File: src/rtl/fp_operand_loader.sv
// fp_operand_loader: assembles two 32-bit operands (A then B) one byte at a
// time from an 8-bit switch bank, advancing on each press of a load button.
// Optional macro LOADER_DEBOUNCE_EN enables a counter-based button debouncer;
// without it the synchronized button is used directly (fast simulation).

module fp_operand_loader #(
  parameter logic [15:0] DEBOUNCE_CYCLES = 16'd50000
) (
  input  logic        clk,
  input  logic        rst,
  input  logic [7:0]  sw,
  input  logic        btn,
  output logic [31:0] reg_A,
  output logic [31:0] reg_B,
  output logic [1:0]  byte_idx,
  output logic [1:0]  state,
  output logic        op_valid,
  output logic        op_strobe
);

  typedef enum logic [1:0] {
    LOAD_A = 2'b00,
    LOAD_B = 2'b01,
    DONE   = 2'b10
  } state_t;

  logic       r_btnMeta;
  logic       r_btnSync;
  logic [7:0] r_swMeta;
  logic [7:0] r_swSync;
  logic       w_btnLevel;
  logic       r_levelD;
  logic       r_armed;
  logic [1:0] r_warmCount;
  logic       w_press;

  state_t      r_state;
  state_t      w_stateNext;
  logic [1:0]  r_byteIdx;
  logic [1:0]  w_idxNext;
  logic        w_writeA;
  logic        w_writeB;
  logic        w_strobeNext;
  logic [31:0] r_regA;
  logic [31:0] r_regB;
  logic        r_opStrobe;

  // Two-flop synchronizers bring the raw button and switches into the clock domain
  always_ff @(posedge clk or negedge rst) begin
    if (!rst) begin
      r_btnMeta <= 1'b0;
      r_btnSync <= 1'b0;
      r_swMeta  <= 8'd0;
      r_swSync  <= 8'd0;
    end else begin
      r_btnMeta <= btn;
      r_btnSync <= r_btnMeta;
      r_swMeta  <= sw;
      r_swSync  <= r_swMeta;
    end
  end

`ifdef LOADER_DEBOUNCE_EN
  logic [15:0] r_dbCount;
  logic        r_btnLevel;

  // Level only flips after DEBOUNCE_CYCLES consecutive samples disagreeing with it
  always_ff @(posedge clk or negedge rst) begin
    if (!rst) begin
      r_dbCount  <= 16'd0;
      r_btnLevel <= 1'b0;
    end else if (r_btnSync == r_btnLevel) begin
      r_dbCount <= 16'd0;
    end else if (r_dbCount == DEBOUNCE_CYCLES - 16'd1) begin
      r_btnLevel <= ~r_btnLevel;
      r_dbCount  <= 16'd0;
    end else begin
      r_dbCount <= r_dbCount + 16'd1;
    end
  end

  assign w_btnLevel = r_btnLevel;
`else
  assign w_btnLevel = r_btnSync;
`endif

  // Edge detect plus an arming flag: presses count only once the button has
  // been seen released after reset, so a button held through reset is ignored
  always_ff @(posedge clk or negedge rst) begin
    if (!rst) begin
      r_levelD    <= 1'b0;
      r_armed     <= 1'b0;
      r_warmCount <= 2'd0;
    end else begin
      r_levelD <= w_btnLevel;
      if (r_warmCount != 2'd2) begin
        r_warmCount <= r_warmCount + 2'd1;
      end
      if ((r_warmCount == 2'd2) && !r_btnSync && !w_btnLevel) begin
        r_armed <= 1'b1;
      end
    end
  end

  assign w_press = w_btnLevel & ~r_levelD & r_armed;

  // Next-state logic: each press stores a byte and advances the index/state
  always_comb begin
    w_stateNext = r_state;
    w_idxNext   = r_byteIdx;
    w_writeA    = 1'b0;
    w_writeB    = 1'b0;
    case (r_state)
      LOAD_A: begin
        if (w_press) begin
          w_writeA = 1'b1;
          if (r_byteIdx == 2'd3) begin
            w_stateNext = LOAD_B;
            w_idxNext   = 2'd0;
          end else begin
            w_idxNext = r_byteIdx + 2'd1;
          end
        end
      end
      LOAD_B: begin
        if (w_press) begin
          w_writeB = 1'b1;
          if (r_byteIdx == 2'd3) begin
            w_stateNext = DONE;
            w_idxNext   = 2'd0;
          end else begin
            w_idxNext = r_byteIdx + 2'd1;
          end
        end
      end
      DONE: begin
        if (w_press) begin
          w_stateNext = LOAD_A;
          w_idxNext   = 2'd0;
        end
      end
      default: begin
        w_stateNext = LOAD_A;
        w_idxNext   = 2'd0;
      end
    endcase
    w_strobeNext = (w_stateNext == DONE) && (r_state != DONE);
  end

  // State, byte index and the DONE-entry strobe register
  always_ff @(posedge clk or negedge rst) begin
    if (!rst) begin
      r_state    <= LOAD_A;
      r_byteIdx  <= 2'd0;
      r_opStrobe <= 1'b0;
    end else begin
      r_state    <= w_stateNext;
      r_byteIdx  <= w_idxNext;
      r_opStrobe <= w_strobeNext;
    end
  end

  // Operand A: the selected byte (0 = MSB) is replaced, other bytes kept
  always_ff @(posedge clk or negedge rst) begin
    if (!rst) begin
      r_regA <= 32'd0;
    end else if (w_writeA) begin
      case (r_byteIdx)
        2'd0:    r_regA[31:24] <= r_swSync;
        2'd1:    r_regA[23:16] <= r_swSync;
        2'd2:    r_regA[15:8]  <= r_swSync;
        default: r_regA[7:0]   <= r_swSync;
      endcase
    end
  end

  // Operand B: same byte-wise update as A
  always_ff @(posedge clk or negedge rst) begin
    if (!rst) begin
      r_regB <= 32'd0;
    end else if (w_writeB) begin
      case (r_byteIdx)
        2'd0:    r_regB[31:24] <= r_swSync;
        2'd1:    r_regB[23:16] <= r_swSync;
        2'd2:    r_regB[15:8]  <= r_swSync;
        default: r_regB[7:0]   <= r_swSync;
      endcase
    end
  end

  assign reg_A     = r_regA;
  assign reg_B     = r_regB;
  assign byte_idx  = r_byteIdx;
  assign state     = r_state;
  assign op_valid  = (r_state == DONE);
  assign op_strobe = r_opStrobe;

endmodule

File: config.mk
export PLATFORM = sky130hd
export DESIGN_NAME = fp_operand_loader
export DESIGN_NICKNAME = d
export VERILOG_FILES = /design/src/rtl/fp_operand_loader.sv
export SDC_FILE = /design/constraint.sdc
export NUM_CORES = 1
export LEC_CHECK = 0
export CAP_MARGIN = 40
export CORE_MARGIN = 1.5
export CORE_UTILIZATION = 34
export CTS_CLUSTER_SIZE = 40
export DETAILED_ROUTE_END_ITERATION = 7
export GPL_TIMING_DRIVEN = 0
export PLACE_DENSITY = 0.67
export SYNTH_ARGS = -nofsm -noshare
export SYNTH_HDL_FRONTEND = slang
export SYNTH_SLANG_ARGS = --single-unit
File: constraint.sdc
create_clock -name clk -period 3.12 [get_ports clk]
set_input_delay 0.312 -clock clk [delete_from_list [all_inputs] [get_ports clk]]
set_output_delay 0.312 -clock clk [all_outputs]
set_load 0.005 [all_outputs]
Yosys cells after proc, flatten, opt, wreduce, memory -nomap -nowiden --
Cells that the tools add are included. W data, S select, Z words.
Word-level totals: register bits 91, bits of input ports 11, logic and storage cells 65
Cells by class: mux-type cells 13, bitwise operators 4, $add $sub $neg 2, eq/ne operators 11, reductions and logical operators 17
Operators with widths (count):
- $reduce_and A2 Y1 | 9
- $mux W2 | 8
- $eq A2 B2 Y1 const B | 5
- $pmux W2 S3 | 1
- $add A2 B1 Y2 const B | 2
- $eq A2 B1 Y1 const B | 2
- $logic_not A2 Y1 | 2
- $ne A2 B1 Y1 const B | 2
- $ne A2 B2 Y1 const B | 2
- $pmux W2 S2 | 1
- $logic_and A1 B1 Y1 | 3
- $mux W1 | 3
- $reduce_or A3 Y1 | 1
- $and A1 B1 Y1 | 2
- $not A1 Y1 | 2
- $reduce_or A2 Y1 | 1
- $logic_not A1 Y1 | 1

Longest topological paths before layout --
depth in word-level cells 7, gate-level depth with buffers 5

Worst setup path before layout --
Ideal clock, no wire load.
path kind reg-to-reg, from reg r_state[0] (netlist: state[0]), to reg r_regA[10] (netlist: reg_A[10]), period minus slack after synthesis 1729 ps, stages on the path, launching flop included 5, slack 1391 ps, data arrival time 1605 ps, cell sequence dfrtp_1 -> or4b_1 -> buf_6 -> nor2_8 -> mux2_2
On the way: word-level cells in the longest chain between the ends 3
Ends and longest elaborated chain:
- start, declared | line 37 | state_t r_state;
- start signal, assigned | line 157 | r_state <= w_stateNext;
- $logic_not A2 Y1 | line 113 | case (r_state)
- $mux W1 | line 113
- $reduce_and A2 Y1 (no source line)
- end signal, assigned | line 171 | 2'd2: r_regA[15:8] <= r_swSync;
- end, declared | line 44 | logic [31:0] r_regA;
No other way between the ends. A chain may end at the register's enable or synchronous reset.

Worst setup path after layout --
from reg r_state[1] (netlist: state[1]), to reg r_regB[2] (netlist: reg_B[2])
On the way: word-level cells in the longest chain between the ends 3
Ends and longest elaborated chain:
- $eq A2 B1 Y1 | line 113
- $mux W1 | line 113
- $reduce_and A2 Y1 (no source line)
- end signal, assigned | line 186 | default: r_regB[7:0] <= r_swSync;
- end, declared | line 45 | logic [31:0] r_regB;
No other way between the ends.

==> results.md <==
Logic synthesis:
- The number of warnings reported in the yosys synthesis log is 0.
- After technology mapping, the gate count stands at 197.
- The number of register bits inferred by synthesis is 91.
- The prevailing post-synth register cell is sky130_fd_sc_hd__dfrtp_1.
- The net count after synthesis is 213.
- The post-synthesis async set-or-reset flop share is 100%.
- The sequential area share after synthesis is 68.1%.
- The post-synthesis average cell area is 17.0 um2.
- The count of flip-flops with a built-in enable after synthesis is 0.
- The total standard cell area after synthesis is 0.00334 mm2.
- After synthesis, the netlist uses 25 different library cells.

Timing:
- The final critical-path required period is 1.95 ns.
- Setup repair after global routing left no endpoint under its margin.
- Of the available clock period, the critical path in the final layout requires 62.6%.
- Based on the critical path, the design can be clocked at up to 512 MHz.
- The largest clock skew in the final design is 0.0135 ns.
- Measured against its own limit, the worst slew margin works out to 55.0%.
- For the pin with the worst max-slew slack, the measured transition is 0.674 ns.
- The hold violation count in the final report came to 0.
- The final setup violation count is 0.
- The final-report max-slew violation count is 0.

Clock network:
- The largest buffer count on any clock path is 2.
- The clock net sink count is 91.
- The clock root buffer master is sky130_fd_sc_hd__clkbuf_8.
- After clock tree synthesis, the clock-pin slew on the worst setup and hold paths is 0.08 ns.
- In this run, CTS created clock tree buffers numbering 9.
- The CTS tree is built.
- The clock insertion delay at the later pin of the skew report is 0.35 ns.
- The post-CTS setup-driven buffer insertion count is 0.
- The H-tree was split into 3 levels.

Placed design:
- The detailed placement HPWL is 4.61 mm.
- Routability-driven placement finished with a final weighted congestion of 0.722.
- The instance count after placement with tap cells included is 411.
- In this run the tool buffered the top-level ports with 80 buffer cells.

Setup path:
- The standard cell with the maximum stage delay on the critical path is sky130_fd_sc_hd__nor2_2.
- STA classifies the critical path startpoint as a flop.
- The type of element capturing the critical path is a flop.
- Data on the critical path is required at its endpoint by 3.35 ns.
- The category of the critical setup timing path is flop to flop.
- In this run the worst path has a maximum fanout of 10.
- The signal arrival time at the worst endpoint is 2.19 ns.
- The critical path goes through nand4bb_1, clkbuf_1, nor2_2, mux2_2.
- On the worst path, the slowest cell contributes a delay of 0.55 ns.

Floorplanning:
- The core footprint is 0.00964 mm2.
- In this run the core area contains 36 standard-cell rows.
- The die height is 102 um.
- The effective utilization at floorplan is 34.7%.
- In this run the count of I/O pins placed on the die edge is 81.
- The die covers 0.0104 mm2.
- The overall die width is 102 um.

Detailed routing:
- The first-pass detailed-route iteration total is 4.
- The via count of the routed design is 1,947.
- Using the TritonRoute via totals, the vias-per-cell ratio works out to 4.56.
- The detail-routed net length per standard cell is 15.9 um.
- The total detailed-routing wirelength is 6.80 mm.
- In the routed design, unresolved DRC markers number 0.
- In this run the remaining antenna-violating nets after routing total 0.
- The violation count after the first detailed-route iteration is 45.

Min path:
- The min-delay analysis places its worst path in the category flop to flop.

Layout:
- The number of fill cells in the layout is 887.
- After the flow finishes, the layout carries non-filler instances totaling 427.
- The proportion of layout cells with a drive suffix above 1 is 29.6%.
- Once layout is complete, the utilization of the core stands at 47.2%.
- From synthesis to final layout, the design area changed by 36.0%.
- The final layout net count is 306.
- The most common cell after layout, fill and taps aside is sky130_fd_sc_hd__dfrtp_1.
- Leaving out fill and tap cells, the most frequent cells in the layout are sky130_fd_sc_hd__dfrtp_1 (91), sky130_fd_sc_hd__clkdlybuf4s50_1 (79), sky130_fd_sc_hd__mux2_2 (61).
- The repair_antennas step left the layout with diodes totalling 0.

Power:
- The analysis attributes to cell leakage a power of 2.03 nW.
- Dividing total power by cell area gives a power density of 930 mW/mm2.
- The worst-case IR drop observed on VDD is 0.457 mV.

Global route:
- The via count of the first global-routing pass is 2,004.
- The overflow left after global routing is 0.
- The first global-routing pass estimated 11.0 mm of wire.
- Across every metal layer, demand over resource in global routing totals 14.5%.
- Entering global routing, the biggest net connects 49 pins.
- The initial antenna violation count is 0.

Flow run:
- Across the run, the number of max-cap violations was 0.

Outcome:
- The flow ran to the end, and the final reports show no timing, DRC or antenna violations.
## final cells by class
| class | count | area [um2] | area share (%) |
|---|---|---|---|
| well taps | 133 | 166 | 3.66 |
| multi-input cells | 99 | 1030 | 22.7 |
| repair buffers | 82 | 836 | 18.4 |
| clock buffers | 12 | 155 | 3.41 |
| clock inverters | 3 | 46.3 | 1.02 |
| inverters | 4 | 15.0 | 0.330 |
| plain buffers | 3 | 18.8 | 0.413 |
| flip-flops and latches | 91 | 2280 | 50.1 |
## what timing repair did
item	4_1_cts	5_1_grt
endpoints found under the hold margin	43	0
gates resized for setup	0	0
endpoints found under the setup margin	0	0
hold buffers	1	0
## logic make-up (layout without fill, tap and decap cells)
kind of cell / count (synthesis) / after routing / synth area share, %
compound gates: 6 / 6 / 1.31
simple gates: 22 / 22 / 5.58
mux: 65 / 65 / 21.9
xor+xnor: 1 / 1 / 0.262
buf+inv: 7 / 104 / 1.01
fa+ha+maj: 5 / 5 / 1.87
flops: 91 / 91 / 68.1
## power breakdown
part | total (W) | leakage [nW] | switching [W] | internal [W]
Clock | 0.000809 | 0.0991 | 0.000395 | 0.000413
Sequential | 0.00186 | 1.12 | 0.000252 | 0.00161
Combinational | 0.00156 | 0.814 | 0.000479 | 0.00108
## worst paths after layout
| check | startpoint | endpoint | slack (ns) | cells after the start |
|---|---|---|---|---|
| max | state[1] | reg_B[2] | 1.17 | 4 |
| min | r_swMeta[0] | r_swSync[0] | 0.35 | 0 |
| max reg2reg | state[1] | reg_B[2] | 1.17 | 4 |
| min reg2reg | r_swMeta[0] | r_swSync[0] | 0.35 | 0 |
| max in group asynchronous | rst | r_armed | 1.99 | 3 |
| min in group asynchronous | rst | reg_B[19] | 0.50 | 2 |
## registers in the layout, indices dropped and copies added, names as in the netlist
name	cells
r_btnSync	1
r_swMeta	8
op_strobe	1
state	2
r_armed	1
r_levelD	1
byte_idx	2
r_swSync	8
reg_B	32
r_warmCount	2
r_btnMeta	1
reg_A	32
## routing by layer
| metal | global-route usage (%) | vias up | part of all wire (%) |
|---|---|---|---|
| li1 | - | 874 | - |
| met1 | 19.6 | 1014 | 46 |
| met2 | 22.1 | 48 | 48 |
| met3 | 4.65 | 11 | 4.8 |
| met4 | 5.06 | 0 | 1.3 |
| met5 | 0 | - | 0 |
## through the flow
| step | setup slack [ns] | power [W] | TNS (ns) | hold WS (ns) | cell area [um2] |
|---|---|---|---|---|---|
| after global routing | 1.03 | 0.00451 | 0 | 0.361 | 4550 |
| final | 1.17 | 0.00423 | 0 | 0.354 | 4550 |
| after floorplan | 1.39 | 0.00244 | 0 | 0.0164 | 3340 |
| after CTS | 1.12 | 0.00430 | 0 | 0.357 | 4550 |
| after global placement | -1.49 | 0.00343 | -135.32 | 0.332 | 4310 |
| after detailed placement | 1.13 | 0.00348 | 0 | 0.336 | 4340 |
## Yosys cell counts (2+ instances only)
library cell | instances | area share, %
sky130_fd_sc_hd__dfrtp_1 | 91 | 68
sky130_fd_sc_hd__mux2_2 | 61 | 21
sky130_fd_sc_hd__ha_1 | 5 | 1.9
sky130_fd_sc_hd__nand2_1 | 5 | 0.56
sky130_fd_sc_hd__inv_1 | 4 | 0.45
sky130_fd_sc_hd__nor2_2 | 4 | 0.75
sky130_fd_sc_hd__nor2_8 | 4 | 2.4
sky130_fd_sc_hd__mux2_1 | 3 | 1.0
sky130_fd_sc_hd__a21o_1 | 2 | 0.45
sky130_fd_sc_hd__clkbuf_1 | 2 | 0.22
sky130_fd_sc_hd__nor3_1 | 2 | 0.30
## critical path: cells and delay by family, from the launching register on
| family | cells | cell delay (ns) |
|---|---|---|
| DFF | 1 | 0.47 |
| buffers and inverters | 1 | 0.18 |
| and+or+nand+nor | 2 | 0.78 |
| muxes | 1 | 0.41 |
Power figures use the tool's default switching activity.
